--- src/rtl/gin_network_if.sv ---
// GLB-side and PE-side signal bundle for the global input network.
// master = GLB/PE-array side that drives words and readies; slave = the network.
interface gin_network_if #(
  parameter int NUMS_PE_ROW = 6,
  parameter int NUMS_PE_COL = 8,
  parameter int XID_BITS    = 5,
  parameter int YID_BITS    = 4,
  parameter int DATA_BITS   = 32
);
  localparam int NPE = NUMS_PE_ROW * NUMS_PE_COL;

  logic                     GLB_valid;
  logic                     GLB_ready;
  logic [DATA_BITS-1:0]     GLB_data;
  logic [XID_BITS-1:0]      tag_X;
  logic [YID_BITS-1:0]      tag_Y;
  logic                     set_XID;
  logic [XID_BITS-1:0]      XID_scan_in;
  logic                     set_YID;
  logic [YID_BITS-1:0]      YID_scan_in;
  logic [NPE-1:0]           PE_valid;
  logic [NPE-1:0]           PE_ready;
  logic [DATA_BITS*NPE-1:0] PE_data;

  modport master (
    output GLB_valid, GLB_data, tag_X, tag_Y,
    output set_XID, XID_scan_in, set_YID, YID_scan_in,
    output PE_ready,
    input  GLB_ready, PE_valid, PE_data
  );

  modport slave (
    input  GLB_valid, GLB_data, tag_X, tag_Y,
    input  set_XID, XID_scan_in, set_YID, YID_scan_in,
    input  PE_ready,
    output GLB_ready, PE_valid, PE_data
  );
endinterface

--- src/rtl/gin_network.sv ---
// Multicasts one buffered GLB word to every PE whose scan-loaded (YID, XID) matches its tag; 1-cycle latency.
// GLB_ready drops while a word waits on any targeted PE or while an ID chain is shifting.
module gin_network #(
  parameter int NUMS_PE_ROW = 6,
  parameter int NUMS_PE_COL = 8,
  parameter int XID_BITS    = 5,
  parameter int YID_BITS    = 4,
  parameter int DATA_BITS   = 32
) (
  input  logic         clk,
  input  logic         rst,
  gin_network_if.slave bus
);
  localparam int NPE = NUMS_PE_ROW * NUMS_PE_COL;

  logic                 r_buf_v;
  logic [DATA_BITS-1:0] r_buf_data;
  logic [XID_BITS-1:0]  r_buf_tx;
  logic [YID_BITS-1:0]  r_buf_ty;
  logic [YID_BITS-1:0]  r_yid [NUMS_PE_ROW];
  logic [XID_BITS-1:0]  r_xid [NPE];

  logic           w_cfg;
  logic           w_live;
  logic           w_done;
  logic           w_glb_ready;
  logic [NPE-1:0] w_target;

  for (genvar k = 0; k < NPE; k++) begin : g_tgt
    assign w_target[k] = (r_yid[k / NUMS_PE_COL] == r_buf_ty) && (r_xid[k] == r_buf_tx);
  end

  // Holding reset masks the buffer so no PE handshake can complete in that cycle.
  assign w_live      = r_buf_v & rst;
  assign w_cfg       = bus.set_XID | bus.set_YID;
  assign w_done      = w_live & ~w_cfg & (&(~w_target | bus.PE_ready));
  assign w_glb_ready = ~w_cfg & (~w_live | w_done);

  assign bus.GLB_ready = w_glb_ready;
  assign bus.PE_valid  = w_target & {NPE{w_live & ~w_cfg}};
  assign bus.PE_data   = {NPE{r_buf_data}};

  always_ff @(posedge clk) begin
    if (!rst) begin
      r_buf_v    <= 1'b0;
      r_buf_data <= '0;
      r_buf_tx   <= '0;
      r_buf_ty   <= '0;
      for (int i = 0; i < NUMS_PE_ROW; i++) r_yid[i] <= '0;
      for (int i = 0; i < NPE; i++) r_xid[i] <= '0;
    end else begin
      if (bus.set_YID) begin
        r_yid[0] <= bus.YID_scan_in;
        for (int i = 1; i < NUMS_PE_ROW; i++) r_yid[i] <= r_yid[i-1];
      end
      if (bus.set_XID) begin
        r_xid[0] <= bus.XID_scan_in;
        for (int i = 1; i < NPE; i++) r_xid[i] <= r_xid[i-1];
      end
      if (bus.GLB_valid && w_glb_ready) begin
        r_buf_v    <= 1'b1;
        r_buf_data <= bus.GLB_data;
        r_buf_tx   <= bus.tag_X;
        r_buf_ty   <= bus.tag_Y;
      end else if (w_done) begin
        r_buf_v <= 1'b0;
      end
    end
  end
endmodule

--- src/flat_wrapper.sv ---
// flat-port wrapper written by rule: the top's interface ports become plain ports
module gin_network_flat 
#(
  parameter int NUMS_PE_ROW = 6,
  parameter int NUMS_PE_COL = 8,
  parameter int XID_BITS    = 5,
  parameter int YID_BITS    = 4,
  parameter int DATA_BITS   = 32
)
  (clk, rst, bus_GLB_valid, bus_GLB_data, bus_tag_X, bus_tag_Y, bus_set_XID, bus_XID_scan_in, bus_set_YID, bus_YID_scan_in, bus_PE_ready, bus_GLB_ready, bus_PE_valid, bus_PE_data);
  gin_network_if #(.NUMS_PE_ROW(NUMS_PE_ROW), .NUMS_PE_COL(NUMS_PE_COL), .XID_BITS(XID_BITS), .YID_BITS(YID_BITS), .DATA_BITS(DATA_BITS)) bus_i ();
  input  logic clk;
  input  logic rst;
  input wire logic [$bits(bus_i.GLB_valid)-1:0] bus_GLB_valid;
  input wire logic [$bits(bus_i.GLB_data)-1:0] bus_GLB_data;
  input wire logic [$bits(bus_i.tag_X)-1:0] bus_tag_X;
  input wire logic [$bits(bus_i.tag_Y)-1:0] bus_tag_Y;
  input wire logic [$bits(bus_i.set_XID)-1:0] bus_set_XID;
  input wire logic [$bits(bus_i.XID_scan_in)-1:0] bus_XID_scan_in;
  input wire logic [$bits(bus_i.set_YID)-1:0] bus_set_YID;
  input wire logic [$bits(bus_i.YID_scan_in)-1:0] bus_YID_scan_in;
  input wire logic [$bits(bus_i.PE_ready)-1:0] bus_PE_ready;
  output wire logic [$bits(bus_i.GLB_ready)-1:0] bus_GLB_ready;
  output wire logic [$bits(bus_i.PE_valid)-1:0] bus_PE_valid;
  output wire logic [$bits(bus_i.PE_data)-1:0] bus_PE_data;
  assign bus_i.GLB_valid = bus_GLB_valid;
  assign bus_i.GLB_data = bus_GLB_data;
  assign bus_i.tag_X = bus_tag_X;
  assign bus_i.tag_Y = bus_tag_Y;
  assign bus_i.set_XID = bus_set_XID;
  assign bus_i.XID_scan_in = bus_XID_scan_in;
  assign bus_i.set_YID = bus_set_YID;
  assign bus_i.YID_scan_in = bus_YID_scan_in;
  assign bus_i.PE_ready = bus_PE_ready;
  assign bus_GLB_ready = bus_i.GLB_ready;
  assign bus_PE_valid = bus_i.PE_valid;
  assign bus_PE_data = bus_i.PE_data;
  gin_network #(.NUMS_PE_ROW(NUMS_PE_ROW), .NUMS_PE_COL(NUMS_PE_COL), .XID_BITS(XID_BITS), .YID_BITS(YID_BITS), .DATA_BITS(DATA_BITS)) u_core (.clk(clk), .rst(rst), .bus(bus_i));
endmodule
--- config.mk ---
export PLATFORM = sky130hd
export DESIGN_NAME = gin_network_flat
export DESIGN_NICKNAME = d
export VERILOG_FILES = /design/src/rtl/gin_network_if.sv /design/src/rtl/gin_network.sv /design/src/flat_wrapper.sv
export SDC_FILE = /design/constraint.sdc
export NUM_CORES = 1
export LEC_CHECK = 0
export ABC_AREA = 0
export CAP_MARGIN = 30
export CORE_AREA = 2 2 666 668
export CTS_BUF_LIST = sky130_fd_sc_hd__clkbuf_4 sky130_fd_sc_hd__clkbuf_8
export DETAILED_ROUTE_END_ITERATION = 7
export DIE_AREA = 0 0 668 670
export PLACE_DENSITY = 0.3
export SETUP_SLACK_MARGIN = 0.02
export SYNTH_ARGS = -nofsm -noshare
export SYNTH_HDL_FRONTEND = slang
export SYNTH_SLANG_ARGS = --single-unit
--- constraint.sdc ---
create_clock -name clk -period 12.65 [get_ports clk]
set_input_delay 3.1625 -clock clk [delete_from_list [all_inputs] [get_ports clk]]
set_output_delay 3.1625 -clock clk [all_outputs]
set_load 0.005 [all_outputs]
# Yosys cells after proc, flatten, opt, wreduce, memory -nomap -nowiden
# Memories as Yosys holds them, arrays and structs flattened.
# Index checks and enable logic that the tools add are counted.
dict set report word_totals {
  regBits 42
  wordCells 239
  ramBits 264
  in_bits 103
  out_inout_bits 1585
  mem_count 2
}
dict set report op_classes {
  bitwise_logic 65
  eq_ne 54
  muxes 63
  n_reduce_logical 51
}
# memory words width rd rd_clocked_by_memory_dff write_ports line_no
set mem_list {}
lappend mem_list {u_core.r_xid 48 5 48 0 48 gin_network.sv:21} ;# logic [XID_BITS-1:0] r_xid [NPE];
lappend mem_list {u_core.r_yid 6 4 6 0 6 gin_network.sv:20} ;# logic [YID_BITS-1:0] r_yid [NUMS_PE_ROW];
# operator n
set op_table {}
lappend op_table {{== test 5 bit} 48}
lappend op_table {{2-to-1 mux 5 bit} 48}
lappend op_table {{bitwise OR 1 bit} 56}
lappend op_table {{logical AND 1 bit} 49}
lappend op_table {{bitwise AND 48 bit} 1}
lappend op_table {{NOT 48 bit} 1}
lappend op_table {{bitwise OR 48 bit} 1}
lappend op_table {{AND reduction 48 bit} 1}
lappend op_table {{== test 4 bit} 6}
lappend op_table {{2-to-1 mux 4 bit} 6}
lappend op_table {{2-to-1 mux 1 bit} 9}
lappend op_table {{bitwise AND 1 bit} 4}
lappend op_table {{NOT 1 bit} 2}
lappend op_table {{nonzero test 2 bit} 1}

# Depth between registers and ports, before layout
dict set report depth {
  ltp_word 10
  depth_mapped 13
  depth_no_buf 9
}

# Least setup slack after synthesis
# Ideal clock, no wire load.
dict set report synth_path {
  path_kind {input -> register}
  from {in bus_set_XID}
  to {mem u_core.r_xid[0][0], enable pin}
  path_buffers 2
  arrival_ns 9.454
  path_slack_ns 2.552
  setup_ns 0.644
  required_ns 12.006
  cell_stages 3
  cell_sequence {clkbuf_1 > clkbuf_1 > nand2b_1}
}
# element line_no
set synth_rtl {}
lappend synth_rtl {{start: declaration} flat_wrapper.sv:18} ;# input wire logic [$bits(bus_i.set_XID)-1:0] bus_set_XID;
lappend synth_rtl {{end: declaration} gin_network.sv:21}

# Worst setup path in the final report
dict set report layout_path {
  from {in bus_set_YID}
  to {out bus_GLB_ready}
}
dict set report layout_via {
  elab_chain_len 6
}
# element line_no
set layout_lines {}
lappend layout_lines {{start: declaration} flat_wrapper.sv:20} ;# input wire logic [$bits(bus_i.set_YID)-1:0] bus_set_YID;
lappend layout_lines {{bitwise OR 1 bit *} gin_network.sv:35} ;# assign w_cfg = bus.set_XID | bus.set_YID;
lappend layout_lines {{NOT 1 bit *} {gin_network.sv:36, gin_network.sv:37}}
lappend layout_lines {{bitwise AND 1 bit (2 in series)} gin_network.sv:36} ;# assign w_done = w_live & ~w_cfg & (&(~w_target | bus.PE_ready));
lappend layout_lines {{bitwise OR 1 bit} gin_network.sv:37} ;# assign w_glb_ready = ~w_cfg & (~w_live | w_done);
lappend layout_lines {{bitwise AND 1 bit *} gin_network.sv:37}
lappend layout_lines {{end: declaration} flat_wrapper.sv:23} ;# output wire logic [$bits(bus_i.GLB_ready)-1:0] bus_GLB_ready;
# Every way passes the cells marked *; elsewhere a longest branch is shown, timed or not.

==> summary.md <==
| Metric | Value |
|---|---|
| Worst slew margin relative to its limit | a little over a third |
| Post-CTS Setup Repair Bufs | 0 |
| DRC | 0 |
| Area of the mapped netlist | 26700 um2 |
| Family with the most delay on the worst path | buffers and inverters |
| Total via count in the routed design | 17700 |
| Net count, final | 3110 |
| Largest net degree at the start of global routing | 108 |
| CTS Hold Bufs | 0 |
| Average size of a mapped cell | 9.562 um2 |
| Hold Slack | ~0.45 ns |
| Worst-skew pair later-pin latency | about 0.90 ns |
| Synth top area share | 42.66% |
| Crit Reg-Reg Endpoint | u_core.r_buf_data[3]$_SDFFE_PN0P_ |
| Crit path time final | between 9 and 10 ns |
| Clock slew at reported path FFs | roughly 0.06 ns |
| Clock net sink count | approximately 300 |
| Max-slew violation count | 0 |
| Overall routed net length | 117.6 mm |
| Post-DP HPWL | 89.84 mm |
| WHS Endpoint | u_core.r_xid[0][231]$_SDFFCE_PN0P_ |
| Violation count after the first detailed-route iteration | 792 |
| Root cell of the clock tree | clkbuf_8 |
| Starting utilization of the core area | 6.064% |
| Overall fraction of global-route tracks in use | 4.862% |
| Vias in the first global route | 17150 |
| Area enclosed by the die boundary | 447600 um2 |
| Internal power | between 0.002 and 0.0025 W |
| Max H-tree Level | 3 |
| Fraction of layout instances using a drive strength above 1 | 6.843% |
| Util after Layout | 9.351% |
| Share of the yosys chip area belonging to registers | 32.84% |
| Highest clock frequency the design can meet | 0.1040 GHz |
| Via-per-instance ratio | 1.973 |
| Synth cell types | 40 |
| Cell types with the largest area share after synthesis | buf_4 43%, edfxtp_1 30%, and3_1 4.5% |
| Logic pwr share | 22.7% |
| Setup violation total in the final timing report | 0 |
| Clock tree from TritonCTS | done |
| Final-report hold violation count | 0 |
| Cell count after placement | 8829 |
| Static leakage | 13.38 nW |
| Delay of the slowest cell on the worst path | approximately 0.57 ns |
| Number of max-capacitance violations reported | 0 |
| Global-route wire length before repair | 153.9 mm |
| Worst Path Arrival | ~6.5 ns |
| DIE WIDTH | 668 um |
| Cell Chain, Critical Path | clkdlybuf4s50_1 -> buf_4 -> nor3_2 -> o41ai_1 -> nor3_1 -> nand4_1 -> a2111oi_4 -> a31oi_2 -> nor3_2 -> buf_4 -> clkdlybuf4s50_1 |
| Total global routing overflow | 0 |
| Most common cell in the synthesized netlist | buf_4 |
| Fraction of power spent switching nets | 31.30% |
| Routability congestion estimate from global placement | 0.7040 |
| Top-Level Pins | 1688 |
| Quantity of I/O buffers inserted on ports | between 1500 and 2000 |
| Period Utilization, post-route | 76.03% |
| Pre-antenna DRT Iters | 7 |
| Number of antenna violations at the first check in global routing | 29 |
| Library cell with the largest summed area after synthesis | buf_4 |
| Power Dens Cells | 78.79 nW/um2 |
| Worst supply voltage drop on vdd | 0.00006105 V |
| Synthesized flop and latch total | 306 |
| Post-synth top flop | edfxtp_1 |
| Worst reg2reg path depth | 10 |
| Sum of negative setup slack | 0 ns |
| Number of enable-type register cells in the synthesized netlist | 264 |
| Worst Path Max Fanout | 28 |
| Launch point of the worst reg-to-reg path | u_core.r_buf_tx[2]$_SDFFE_PN0P_ |
| Cell with the largest stage delay on the worst path | clkdlybuf4s50_1 |
| Synth top cells by count | 1517 x buf_4, 264 x edfxtp_1, 194 x and3_1, 136 x xor2_1, 128 x xnor2_1 |
| Share of total power in the clock network | 39.3% |
| Drt wl/cell | 13.10 um |
| Largest clock skew in the final design | 0.1351 ns |
| Die height | 670 um |
| Placement row count | ~240 |
| Setup Crit Path Kind | input pin to output pin |
| Post-Synthesis Cells | 2792 |
| Fraction of registers with async set or reset after synthesis | 0% |
| Number of synthesis warnings | 0 |
| Reg-to-reg setup timing slack | 7.40 ns |
| Num CTS Buffers | 74 |
| Cell depth of the worst min-delay path | 1 |
| Worst setup EP type | output pin |
| Switching power summed over all nets | 0.001015 W |
| Area delta synth->final | 54.20% |
| Resized Gates After CTS | 0 |
| Tightest Hold Check Type | register to register |
| Data required time of the worst path | between 9 and 10 ns |
| Antenna Violating Nets Remaining | 0 |
| Power share of the sequential group | 38.0% |
| Startpoint type of the worst setup path | input pin |
| Number of buffers between clock root and the deepest sink | 4 |
| Total core area | 440200 um2 |
| Result of the run | finished, final reports clean |
| Transition at the pin with the smallest max-transition slack | 0.9555 ns |
| Non-Filler Instances | 8974 |
| Post-Syn Nets | 2895 |
| Count of buffering cells on the critical path with inverters included | 4 |
| Origin of the worst min-delay path | u_core.r_xid[0][226]$_SDFFCE_PN0P_ |
| Unrepaired setup endpoints after global routing | no |
-- cells by family after synthesis --
logic type      after synthesis  synth area share [%]
buf+inv                    1608                 44.78
simple gates                556                 11.59
flops                       306                 32.84
xor+xnor                    264                 8.661
mux                          41                 1.537
compound gates               17                0.5905
-- final cells by class --
class	count	area [um2]
antenna	16	40.04
clock buffer	101	1246
clock inverter	22	158.9
fill	50930	399100
inverter	5	18.77
multi-input combinational	878	5987
sequential	306	8816
tap	5904	7387
timing repair buffer	1742	17510
-- placed cells by master (no fill, tap or decap), types with 21 or more instances in the layout --
master           instances
clkdlybuf4s50_1       1685
edfxtp_1               264
and3_1                 194
xor2_1                 136
xnor2_1                128
nand2_1                125
clkbuf_8                78
and2_1                  70
nor3_1                  70
mux2i_1                 41
buf_4                   41
dfxtp_2                 29
nand3_1                 28
clkbuf_4                23
nor4b_1                 21
-- state kept, by name, summed over array words and instances, names as in the netlist --
signal and count:
u_core.r_buf_v 1, u_core.r_yid 24, u_core.r_buf_ty 4, u_core.r_buf_tx 5, u_core.r_buf_data 32, u_core.r_xid 240
-- worst max-delay path by stage --
stage                     start                                to  slack [ns]  depth (start not counted)
6_report            bus_set_YID                     bus_GLB_ready        3.03                         11
4_1_cts        bus_PE_ready[33]                     bus_GLB_ready        2.94                          9
5_1_grt             bus_set_YID                     bus_GLB_ready        2.84                         11
3_3_place_gp        bus_set_YID                     bus_GLB_ready        2.83                         11
2_1_floorplan       bus_set_XID  u_core.r_xid[0][0]$_SDFFCE_PN0P_        2.55                          3
3_5_place_dp        bus_set_YID                     bus_GLB_ready        2.96                         11
-- stage by stage --
stage | worst slack, ns | area, um2 | total power (W)
final | 3.033 | 41170 | 0.003244
after global routing | 2.835 | 41130 | 0.003463
after CTS | 2.943 | 40980 | 0.003387
after detailed placement | 2.963 | 39580 | 0.002003
after global placement | 2.834 | 39400 | 0.002011
after floorplan | 2.552 | 26700 | 0.001696
-- metal layers --
layer | vias up | global-route usage, % | wire (um)
li1 | 8031 | - | -
met4 | 20 | 1.150 | 2431
met5 | - | 0 | 129
met1 | 8689 | 5.814 | 47680
met2 | 826 | 8.480 | 57870
met3 | 136 | 1.422 | 9441
-- power groups by stage --
| stage | clock network [W] | registers, W | logic (W) |
|---|---|---|---|
| after floorplan | 0 | 0.00125 | 0.000442 |
| after CTS | 0.00140 | 0.00124 | 0.000746 |
| after detailed placement | 0 | 0.00126 | 0.000744 |
| after global placement | 0 | 0.00127 | 0.000745 |
| after global routing | 0.00143 | 0.00124 | 0.000791 |
| final | 0.00128 | 0.00123 | 0.000737 |
No activity file was read; power rests on OpenSTA's default activity.
